==> config.mk <==
export PLATFORM = sky130hd
export DESIGN_NAME = pixel_write_sink_flat
export DESIGN_NICKNAME = d
export VERILOG_FILES = /design/src/rtl/pixel_write_sink_if.sv /design/src/rtl/pixel_write_sink.sv /design/src/flat_wrapper.sv
export SDC_FILE = /design/constraint.sdc
export NUM_CORES = 1
export LEC_CHECK = 0
export BUFFER_PORTS_ARGS = -buffer_cell sky130_fd_sc_hd__buf_2
export CAP_MARGIN = 20
export CORE_ASPECT_RATIO = 0.6
export CORE_MARGIN = 1
export CORE_UTILIZATION = 35
export CTS_CLUSTER_SIZE = 10
export DETAILED_ROUTE_END_ITERATION = 10
export GPL_ROUTABILITY_DRIVEN = 0
export GPL_TIMING_DRIVEN = 1
export PLACE_DENSITY_LB_ADDON = 0.08
export SLEW_MARGIN = 20
export SYNTH_ARGS = -nofsm -noshare
export SYNTH_HDL_FRONTEND = slang
export SYNTH_SLANG_ARGS = --single-unit
==> constraint.sdc <==
create_clock -name clock -period 3.5 [get_ports clock]
set_clock_uncertainty 0.15 [all_clocks]
set_input_delay 0.35 -clock clock [delete_from_list [all_inputs] [get_ports clock]]
set_output_delay 0.35 -clock clock [all_outputs]
set_load 0.05 [all_outputs]
==> src/rtl/pixel_write_sink_if.sv <==
// Pixel stream and framebuffer write port between the drawing engines and pixel_write_sink.
// The master side is the environment (drawing engine plus framebuffer); the slave side is the sink.
interface pixel_write_sink_if;
   logic        plot;
   logic [7:0]  x;
   logic [6:0]  y;
   logic [2:0]  colour;
   logic        in_ready;
   logic        mem_we;
   logic [14:0] mem_addr;
   logic [2:0]  mem_data;
   logic        mem_ready;

   modport master (
      output plot, x, y, colour, mem_ready,
      input  in_ready, mem_we, mem_addr, mem_data
   );

   modport slave (
      input  plot, x, y, colour, mem_ready,
      output in_ready, mem_we, mem_addr, mem_data
   );
endinterface

==> src/rtl/pixel_write_sink.sv <==
// Clips incoming pixels, buffers them in a small FIFO and writes them to the framebuffer;
// also sweeps the whole screen with a single colour on request.
module pixel_write_sink #(
   parameter int unsigned SCREEN_W   = 160,
   parameter int unsigned SCREEN_H   = 120,
   parameter int unsigned FIFO_DEPTH = 4
) (
   input  logic                 clock,
   input  logic                 resetn,
   pixel_write_sink_if.slave    bus,
   input  logic                 clear_req,
   input  logic [2:0]           clear_colour,
   output logic [15:0]          pix_count,
   output logic [7:0]           clip_count,
   output logic                 overflow,
   output logic                 clear_done,
   output logic                 idle
);
   localparam int unsigned PW        = $clog2(FIFO_DEPTH);
   localparam logic [PW:0] DEPTH_P   = (PW+1)'(FIFO_DEPTH);
   localparam logic [8:0]  W9        = 9'(SCREEN_W);
   localparam logic [7:0]  H8        = 8'(SCREEN_H);
   localparam logic [14:0] W15       = 15'(SCREEN_W);
   localparam logic [14:0] LAST_ADDR = 15'(SCREEN_W * SCREEN_H - 1);

   typedef enum logic {S_IDLE, S_CLEAR} state_t;

   state_t        state_q, state_d;
   logic [PW:0]   wr_ptr, rd_ptr;
   logic [17:0]   fifo_mem [FIFO_DEPTH];
   logic          full, empty;
   logic          in_range;
   logic [14:0]   pix_addr;
   logic          we_q;
   logic [14:0]   addr_q;
   logic [2:0]    data_q;
   logic          pending_q;
   logic [2:0]    clr_col_q;
   logic          done_q;
   logic          xfer;
   logic          push, pop, clip, ovf_set, load_clear, sweep_adv, sweep_end;

   assign full     = ((wr_ptr - rd_ptr) == DEPTH_P);
   assign empty    = (wr_ptr == rd_ptr);
   assign in_range = ({1'b0, bus.x} < W9) && ({1'b0, bus.y} < H8);
   assign pix_addr = 15'(bus.y) * W15 + 15'(bus.x);
   assign xfer     = we_q && bus.mem_ready;

   assign bus.mem_we   = we_q;
   assign bus.mem_addr = addr_q;
   assign bus.mem_data = data_q;
   assign clear_done   = done_q;
   assign idle         = (state_q == S_IDLE) && empty && !we_q && !pending_q;

   always_ff @(posedge clock) begin
      if (!resetn) state_q <= S_IDLE;
      else         state_q <= state_d;
   end

   // Out-of-range pixels are clipped even with a full FIFO, so clipping is decided
   // before the full check; only in-range pixels can overflow in IDLE.
   always_comb begin
      state_d      = state_q;
      bus.in_ready = 1'b0;
      push         = 1'b0;
      pop          = 1'b0;
      clip         = 1'b0;
      ovf_set      = 1'b0;
      load_clear   = 1'b0;
      sweep_adv    = 1'b0;
      sweep_end    = 1'b0;
      unique case (state_q)
         S_IDLE: begin
            bus.in_ready = !full;
            if (bus.plot) begin
               if (!in_range) clip    = 1'b1;
               else if (!full) push   = 1'b1;
               else            ovf_set = 1'b1;
            end
            pop = !empty && (!we_q || xfer);
            if (pending_q && empty && !we_q) begin
               state_d    = S_CLEAR;
               load_clear = 1'b1;
            end
         end
         S_CLEAR: begin
            ovf_set = bus.plot;
            if (xfer) begin
               if (addr_q == LAST_ADDR) begin
                  sweep_end = 1'b1;
                  state_d   = S_IDLE;
               end else begin
                  sweep_adv = 1'b1;
               end
            end
         end
         default: state_d = S_IDLE;
      endcase
   end

   always_ff @(posedge clock) begin
      if (push) fifo_mem[wr_ptr[PW-1:0]] <= {pix_addr, bus.colour};
   end

   always_ff @(posedge clock) begin
      if (!resetn) begin
         wr_ptr     <= '0;
         rd_ptr     <= '0;
         we_q       <= 1'b0;
         addr_q     <= '0;
         data_q     <= '0;
         pending_q  <= 1'b0;
         clr_col_q  <= '0;
         done_q     <= 1'b0;
         pix_count  <= '0;
         clip_count <= '0;
         overflow   <= 1'b0;
      end else begin
         done_q <= sweep_end;
         if (push) wr_ptr <= wr_ptr + 1'b1;
         if (pop) begin
            rd_ptr           <= rd_ptr + 1'b1;
            we_q             <= 1'b1;
            {addr_q, data_q} <= fifo_mem[rd_ptr[PW-1:0]];
         end else if (xfer && state_q == S_IDLE) begin
            we_q <= 1'b0;
         end
         if (xfer && state_q == S_IDLE) pix_count <= pix_count + 1'b1;
         if (load_clear) begin
            we_q   <= 1'b1;
            addr_q <= '0;
            data_q <= clr_col_q;
         end
         if (sweep_adv) addr_q <= addr_q + 1'b1;
         if (sweep_end) begin
            we_q      <= 1'b0;
            pending_q <= 1'b0;
         end
         if (clear_req && !pending_q) begin
            pending_q <= 1'b1;
            clr_col_q <= clear_colour;
         end
         if (clip && clip_count != '1) clip_count <= clip_count + 1'b1;
         if (ovf_set) overflow <= 1'b1;
      end
   end
endmodule

==> src/flat_wrapper.sv <==
// flat-port wrapper written by rule: the top's interface ports become plain ports
module pixel_write_sink_flat 
#(
   parameter int unsigned SCREEN_W   = 160,
   parameter int unsigned SCREEN_H   = 120,
   parameter int unsigned FIFO_DEPTH = 4
)
  (clock, resetn, clear_req, clear_colour, pix_count, clip_count, overflow, clear_done, idle, bus_plot, bus_x, bus_y, bus_colour, bus_mem_ready, bus_in_ready, bus_mem_we, bus_mem_addr, bus_mem_data);
  pixel_write_sink_if bus_i ();
  input  logic clock;
  input  logic resetn;
  input  logic clear_req;
  input  logic [2:0] clear_colour;
  output logic [15:0] pix_count;
  output logic [7:0] clip_count;
  output logic overflow;
  output logic clear_done;
  output logic idle;
  input wire logic [$bits(bus_i.plot)-1:0] bus_plot;
  input wire logic [$bits(bus_i.x)-1:0] bus_x;
  input wire logic [$bits(bus_i.y)-1:0] bus_y;
  input wire logic [$bits(bus_i.colour)-1:0] bus_colour;
  input wire logic [$bits(bus_i.mem_ready)-1:0] bus_mem_ready;
  output wire logic [$bits(bus_i.in_ready)-1:0] bus_in_ready;
  output wire logic [$bits(bus_i.mem_we)-1:0] bus_mem_we;
  output wire logic [$bits(bus_i.mem_addr)-1:0] bus_mem_addr;
  output wire logic [$bits(bus_i.mem_data)-1:0] bus_mem_data;
  assign bus_i.plot = bus_plot;
  assign bus_i.x = bus_x;
  assign bus_i.y = bus_y;
  assign bus_i.colour = bus_colour;
  assign bus_i.mem_ready = bus_mem_ready;
  assign bus_in_ready = bus_i.in_ready;
  assign bus_mem_we = bus_i.mem_we;
  assign bus_mem_addr = bus_i.mem_addr;
  assign bus_mem_data = bus_i.mem_data;
  pixel_write_sink #(.SCREEN_W(SCREEN_W), .SCREEN_H(SCREEN_H), .FIFO_DEPTH(FIFO_DEPTH)) u_core (.clock(clock), .resetn(resetn), .bus(bus_i), .clear_req(clear_req), .clear_colour(clear_colour), .pix_count(pix_count), .clip_count(clip_count), .overflow(overflow), .clear_done(clear_done), .idle(idle));
endmodule
# ---- Word-level counts from Yosys, hierarchy flattened
# Memories as Yosys holds them, arrays and structs flattened. A register that Yosys moved wholly into a read port is not among the register bits.
# Cells that the tools add are included.
dict set report op_classes {
  n_addsub 7
  multipliers 1
  magnitude_cmp 2
  n_eq_ne 4
  n_mux 37
  bitwise 2
  n_reduce_logical 21
}
# operator n
set ops {}
lappend ops {{$mux 15} 3}
lappend ops {{$mux 1} 28}
lappend ops {{$add 16x1->16 const B} 1}
lappend ops {{$add 15x1->15 const B} 1}
lappend ops {{$add 15x8->15} 1}
lappend ops {{$eq 15x15->1 const B} 1}
lappend ops {{$logic_and 1x1->1} 11}
lappend ops {{$mul 7x3->10 const B} 1}
lappend ops {{$add 8x1->8 const B} 1}
lappend ops {{$lt 8x8->1 const B} 1}
lappend ops {{$ne 8x8->1 const B} 1}
lappend ops {{$lt 7x7->1 const B} 1}
lappend ops {{$add 3x1->3 const B} 2}
lappend ops {{$mux 3} 2}
lappend ops {{$reduce_bool 3->1} 2}
lappend ops {{$logic_not 1->1} 4}
lappend ops {{$mux 2} 2}
lappend ops {{$pmux 1 s2} 2}
lappend ops {{$reduce_bool 2->1} 2}
lappend ops {{$eq 3x3->1} 1}
lappend ops {{$eq 3x3->1 const B} 1}
lappend ops {{$sub 3x3->3} 1}
lappend ops {{$not 1->1} 2}
lappend ops {{$reduce_or 2->1} 1}
lappend ops {{$logic_or 1x1->1} 1}
dict set report totals {
  regBits 56
  ram_bits 72
  input_bits 26
  elab_cells 87
  n_memories 1
}
# name depth word_bits read_ports rd_ports_with_merged_regs write_ports line
set memory_table {}
lappend memory_table {u_core.fifo_mem 4 18 1 1 1 pixel_write_sink.sv:30} ;# logic [17:0] fifo_mem [FIFO_DEPTH];

# ---- Depth between registers and ports, before layout
dict set report depth {
  word_depth 8
  ltp_mapped 9
  mapped_depth_nobuf 8
}

# ---- Worst setup path before layout
# No wires, ideal clock.
dict set report synth_timing {
  path_kind {reg2out}
  start {register u_core.wr_ptr[0]}
  end {output idle}
  arrival_time_ps 2637
  required_ps 3000
  setup_slack_ps 363
  path_stages_with_launch 7
  n_path_buf 1
  cell_sequence {dfxtp_1 > inv_1 > ha_1 > and2_1 > clkbuf_1 > nand2_1 > nor4_1}
}
dict set report synth_via {
  elab_chain_cells 4
}
# item line
set synth_rtl {}
lappend synth_rtl {{start, declared} pixel_write_sink.sv:29} ;# logic [PW:0] wr_ptr, rd_ptr;
lappend synth_rtl {{start signal, assigned} pixel_write_sink.sv:120} ;# if (push) wr_ptr <= wr_ptr + 1'b1;
lappend synth_rtl {{$eq 3x3->1} pixel_write_sink.sv:44} ;# assign empty = (wr_ptr == rd_ptr);
lappend synth_rtl {{$logic_and 1x1->1 (3 in series)} pixel_write_sink.sv:53} ;# assign idle = (state_q == S_IDLE) && empty && !we_q && !pending_q;
lappend synth_rtl {{end, declared} flat_wrapper.sv:18} ;# output logic idle;
# No other way between the ends.

# ---- Worst setup path after layout
# Same ends and word-level chain as after synthesis.

==> metrics.cfg <==
[hold_path]
min_to = u_core.fifo_mem[2][3]
hp-start = bus_x[0]
hold_path_depth = 1
min_path_type = in -> reg

[floorplan]
dieHeight_um = 103
rows = 36
initial_core_util_pct = 36.3
die_w_um = 171
io_pins = 73
core_um2 = 16500
die_area_um2 = 17700

[detailed_routing]
drtIter0Drc = 297
vias = 4108
drt-wirelength-per-cell_um = 17.9
dr.pass1.iters = 6
ant_nets = 0
routed_via_density = 5.07
wl_mm = 14.5
drc = 0

[setup_path]
reg2reg_to = u_core.fifo_mem[0][5]
cp-start-kind = flip-flop
worstReg2RegStart = u_core.wr_ptr[0]
arrival_ps = 2320
critical_path_class = reg -> out
r2r_slack_ps = 860
rr_worst_depth = 5
required_ps = 3000
cp_slowest_stage_delay_ps = 400
critPathSlowestCell = dfxtp_1
crit_chain = inv_1, ha_1, and2_1, nand2_1, nor4_1, buf_2
path_max_fanout = 7
cp-end-kind = output pin

[yosys]
synth_cell_type_count = 56
synth-adder-area-share_pct = 5.47
yosys.area_share.simple_pct = 14.4
synth_ff_type = edfxtp_1
syn_nets = 546
ys_seq_elements = 130
yosysSeqAreaShare_pct = 55.5
yosysWarnings = 0
synth_edf_count = 72
ys_async_sr_fraction_pct = 0
synth-xor-area-share_pct = 5.68
syn_inst = 495
synthMuxAreaShare_pct = 8.13
syn_area_um2 = 5990
synth_compound_area_share_pct = 8.19
synth_top_family_by_area = simple AND/OR/NAND/NOR gates
syn_area_per_cell_um2 = 12.1

[cells_and_area]
utilization_pct = 43.6
area_delta_synth_final_pct = 20.0
fillerInstances = 1582
final_cell_mix = buf_2, edfxtp_1, dfxtp_1, nor2_1, nand2_1
layout.cells.non_filler = 811
drive_gt1_share_pct = 24.5
diodes = 0
final_nets = 621

[cts]
htree_levels = 4
clk_latency_ps = 420
cts_buffers = 17
cts_max_path_buffers = 2
path_clk_slew_ps = 60
cts_resized = 0
cts_root_buf = clkbuf_16
clock_sinks = 130
cts_tree = done

[timing]
worstMarginPinSlew_ps = 780
tns_ps = 0
hold_viol_final = 0
fin_crit_sh_pct = 80.5
min_period_ps = 2820
setup_violations = 0
slew_headroom_pct = 47.9
maxSlewViolCount = 0
max_freq_ghz = 0.355
grt_setup_unrepaired = no

[global_routing]
antenna_found_initial = 0
overflow = 0
track_usage_pct = 17.4
grt_pass1_vias = 3886
grt_max_degree = 37
grt_pass1_wl_mm = 22.3

[pwr]
p_leak_nw = 2.70
powerDensity_nw_per_um2 = 742
ir_worst_vdd_v = 0.000320

[placed_design]
dp_cells = 775
place_hpwl_mm = 10.4
port_buffers = 72

[job]
maxCapViolations = 0

[run_status]
outcome = completed

## cells in the mapped netlist, drive strengths merged, types with 5 or more instances
cell type | number | area [µm²]
a211oi | 7 | 52.6
dfxtp | 58 | 1160
clkbuf | 17 | 65.1
nand2 | 28 | 105
nor4 | 5 | 31.3
and2 | 11 | 75.1
nand4 | 14 | 87.6
xor2 | 18 | 158
inv | 13 | 48.8
nor3 | 5 | 25.0
buf | 9 | 42.5
a21oi | 13 | 65.1
nand3 | 21 | 105
and3 | 8 | 50.1
ha | 23 | 288
a31oi | 5 | 31.3
mux4 | 18 | 405
nor2 | 52 | 195
o21ai | 14 | 70.1
edfxtp | 72 | 2160
and4 | 7 | 61.3
mux2i | 7 | 70.1
xnor2 | 20 | 183
## logic make-up (layout without fill, tap and decap cells)
| kind of cell | after synthesis | count (layout) |
|---|---|---|
| xor gates and xnor gates | 38 | 38 |
| and+or+nand+nor | 169 | 169 |
| AOI/OAI and AO/OA | 68 | 68 |
| DFF | 130 | 130 |
| buffers and inverters | 39 | 127 |
| adders and majority gates | 25 | 25 |
| muxes | 26 | 26 |
## through the flow
| step | instance area [µm²] | total power [mW] | hold WS, ps | worst slack (ps) |
|---|---|---|---|---|
| 2_1_floorplan | 5990 | 3.16 | 296 | 363 |
| 3_3_place_gp | 6570 | 3.62 | 292 | 700 |
| 3_5_place_dp | 6570 | 3.64 | 292 | 645 |
| 4_1_cts | 7190 | 5.39 | 0.600 | 686 |
| 5_1_grt | 7190 | 5.61 | 4.52 | 542 |
| 6_report | 7190 | 5.33 | 16.9 | 681 |
## sequential cells by signal, indices dropped and copies added (netlist names), named ones only
| signal | flops |
|---|---|
| u_core.fifo_mem | 72 |
| u_core.pix_count | 16 |
| u_core.bus.mem_addr | 15 |
| u_core.clip_count | 8 |
| u_core.bus.mem_data | 3 |
| u_core.clr_col_q | 3 |
| u_core.rd_ptr | 3 |
| u_core.wr_ptr | 3 |
| u_core.bus.mem_we | 1 |
| u_core.clear_done | 1 |
| u_core.overflow | 1 |
| u_core.pending_q | 1 |
| u_core.state_q | 1 |
## metal layers
| metal | vias to the layer above | share of wire (%) | GRT usage, % |
|---|---|---|---|
| met5 | - | 0 | 0 |
| met4 | 0 | 0.51 | 5.36 |
| li1 | 2010 | - | - |
| met2 | 73 | 41 | 23.5 |
| met3 | 6 | 4.1 | 4.00 |
| met1 | 2019 | 55 | 27.1 |
## worst max-delay path, delay by kind of cell (launching register included)
family | cells | cell delay [ps]
flip-flops | 1 | 400
buffers and inverters | 2 | 440
adder cells (fa/ha/maj) | 1 | 280
AND/OR/NAND/NOR | 3 | 780
## how the worst max path moves through the flow
| stage | depth (start not counted) | to | start | slack [ps] |
|---|---|---|---|---|
| after detailed placement | 9 | u_core.fifo_mem[1][16] | bus_y[1] | 640 |
| after CTS | 6 | idle | u_core.wr_ptr[0] | 690 |
| after global routing | 6 | idle | u_core.wr_ptr[0] | 540 |
| after global placement | 9 | u_core.fifo_mem[0][16] | bus_y[1] | 700 |
| final | 6 | idle | u_core.wr_ptr[0] | 680 |
| after floorplan | 6 | idle | u_core.wr_ptr[0] | 360 |
## where the power goes
part	internal [mW]	switching, mW	total [mW]
sequential	1.82	0.184	2.01
clock	0.957	0.767	1.72
combinational	0.531	1.07	1.60
## layout make-up
type / count / area (µm²) / share of cell area (%)
Clock inverter: 15 / 149 / 2.07
Timing Repair Buffer: 82 / 445 / 6.20
Sequential cell: 130 / 3320 / 46.2
Tap cell: 228 / 285 / 3.97
Multi-Input combinational cell: 326 / 2510 / 34.9
Inverter: 13 / 48.8 / 0.679
Clock buffer: 17 / 425 / 5.92
## what timing repair did
| item | in CTS | in global routing |
|---|---|---|
| buffers inserted | 0 | 0 |
| endpoints found under the hold margin | 16 | 0 |
| hold buffers | 4 | 0 |
(Power assumes the default switching activity.)
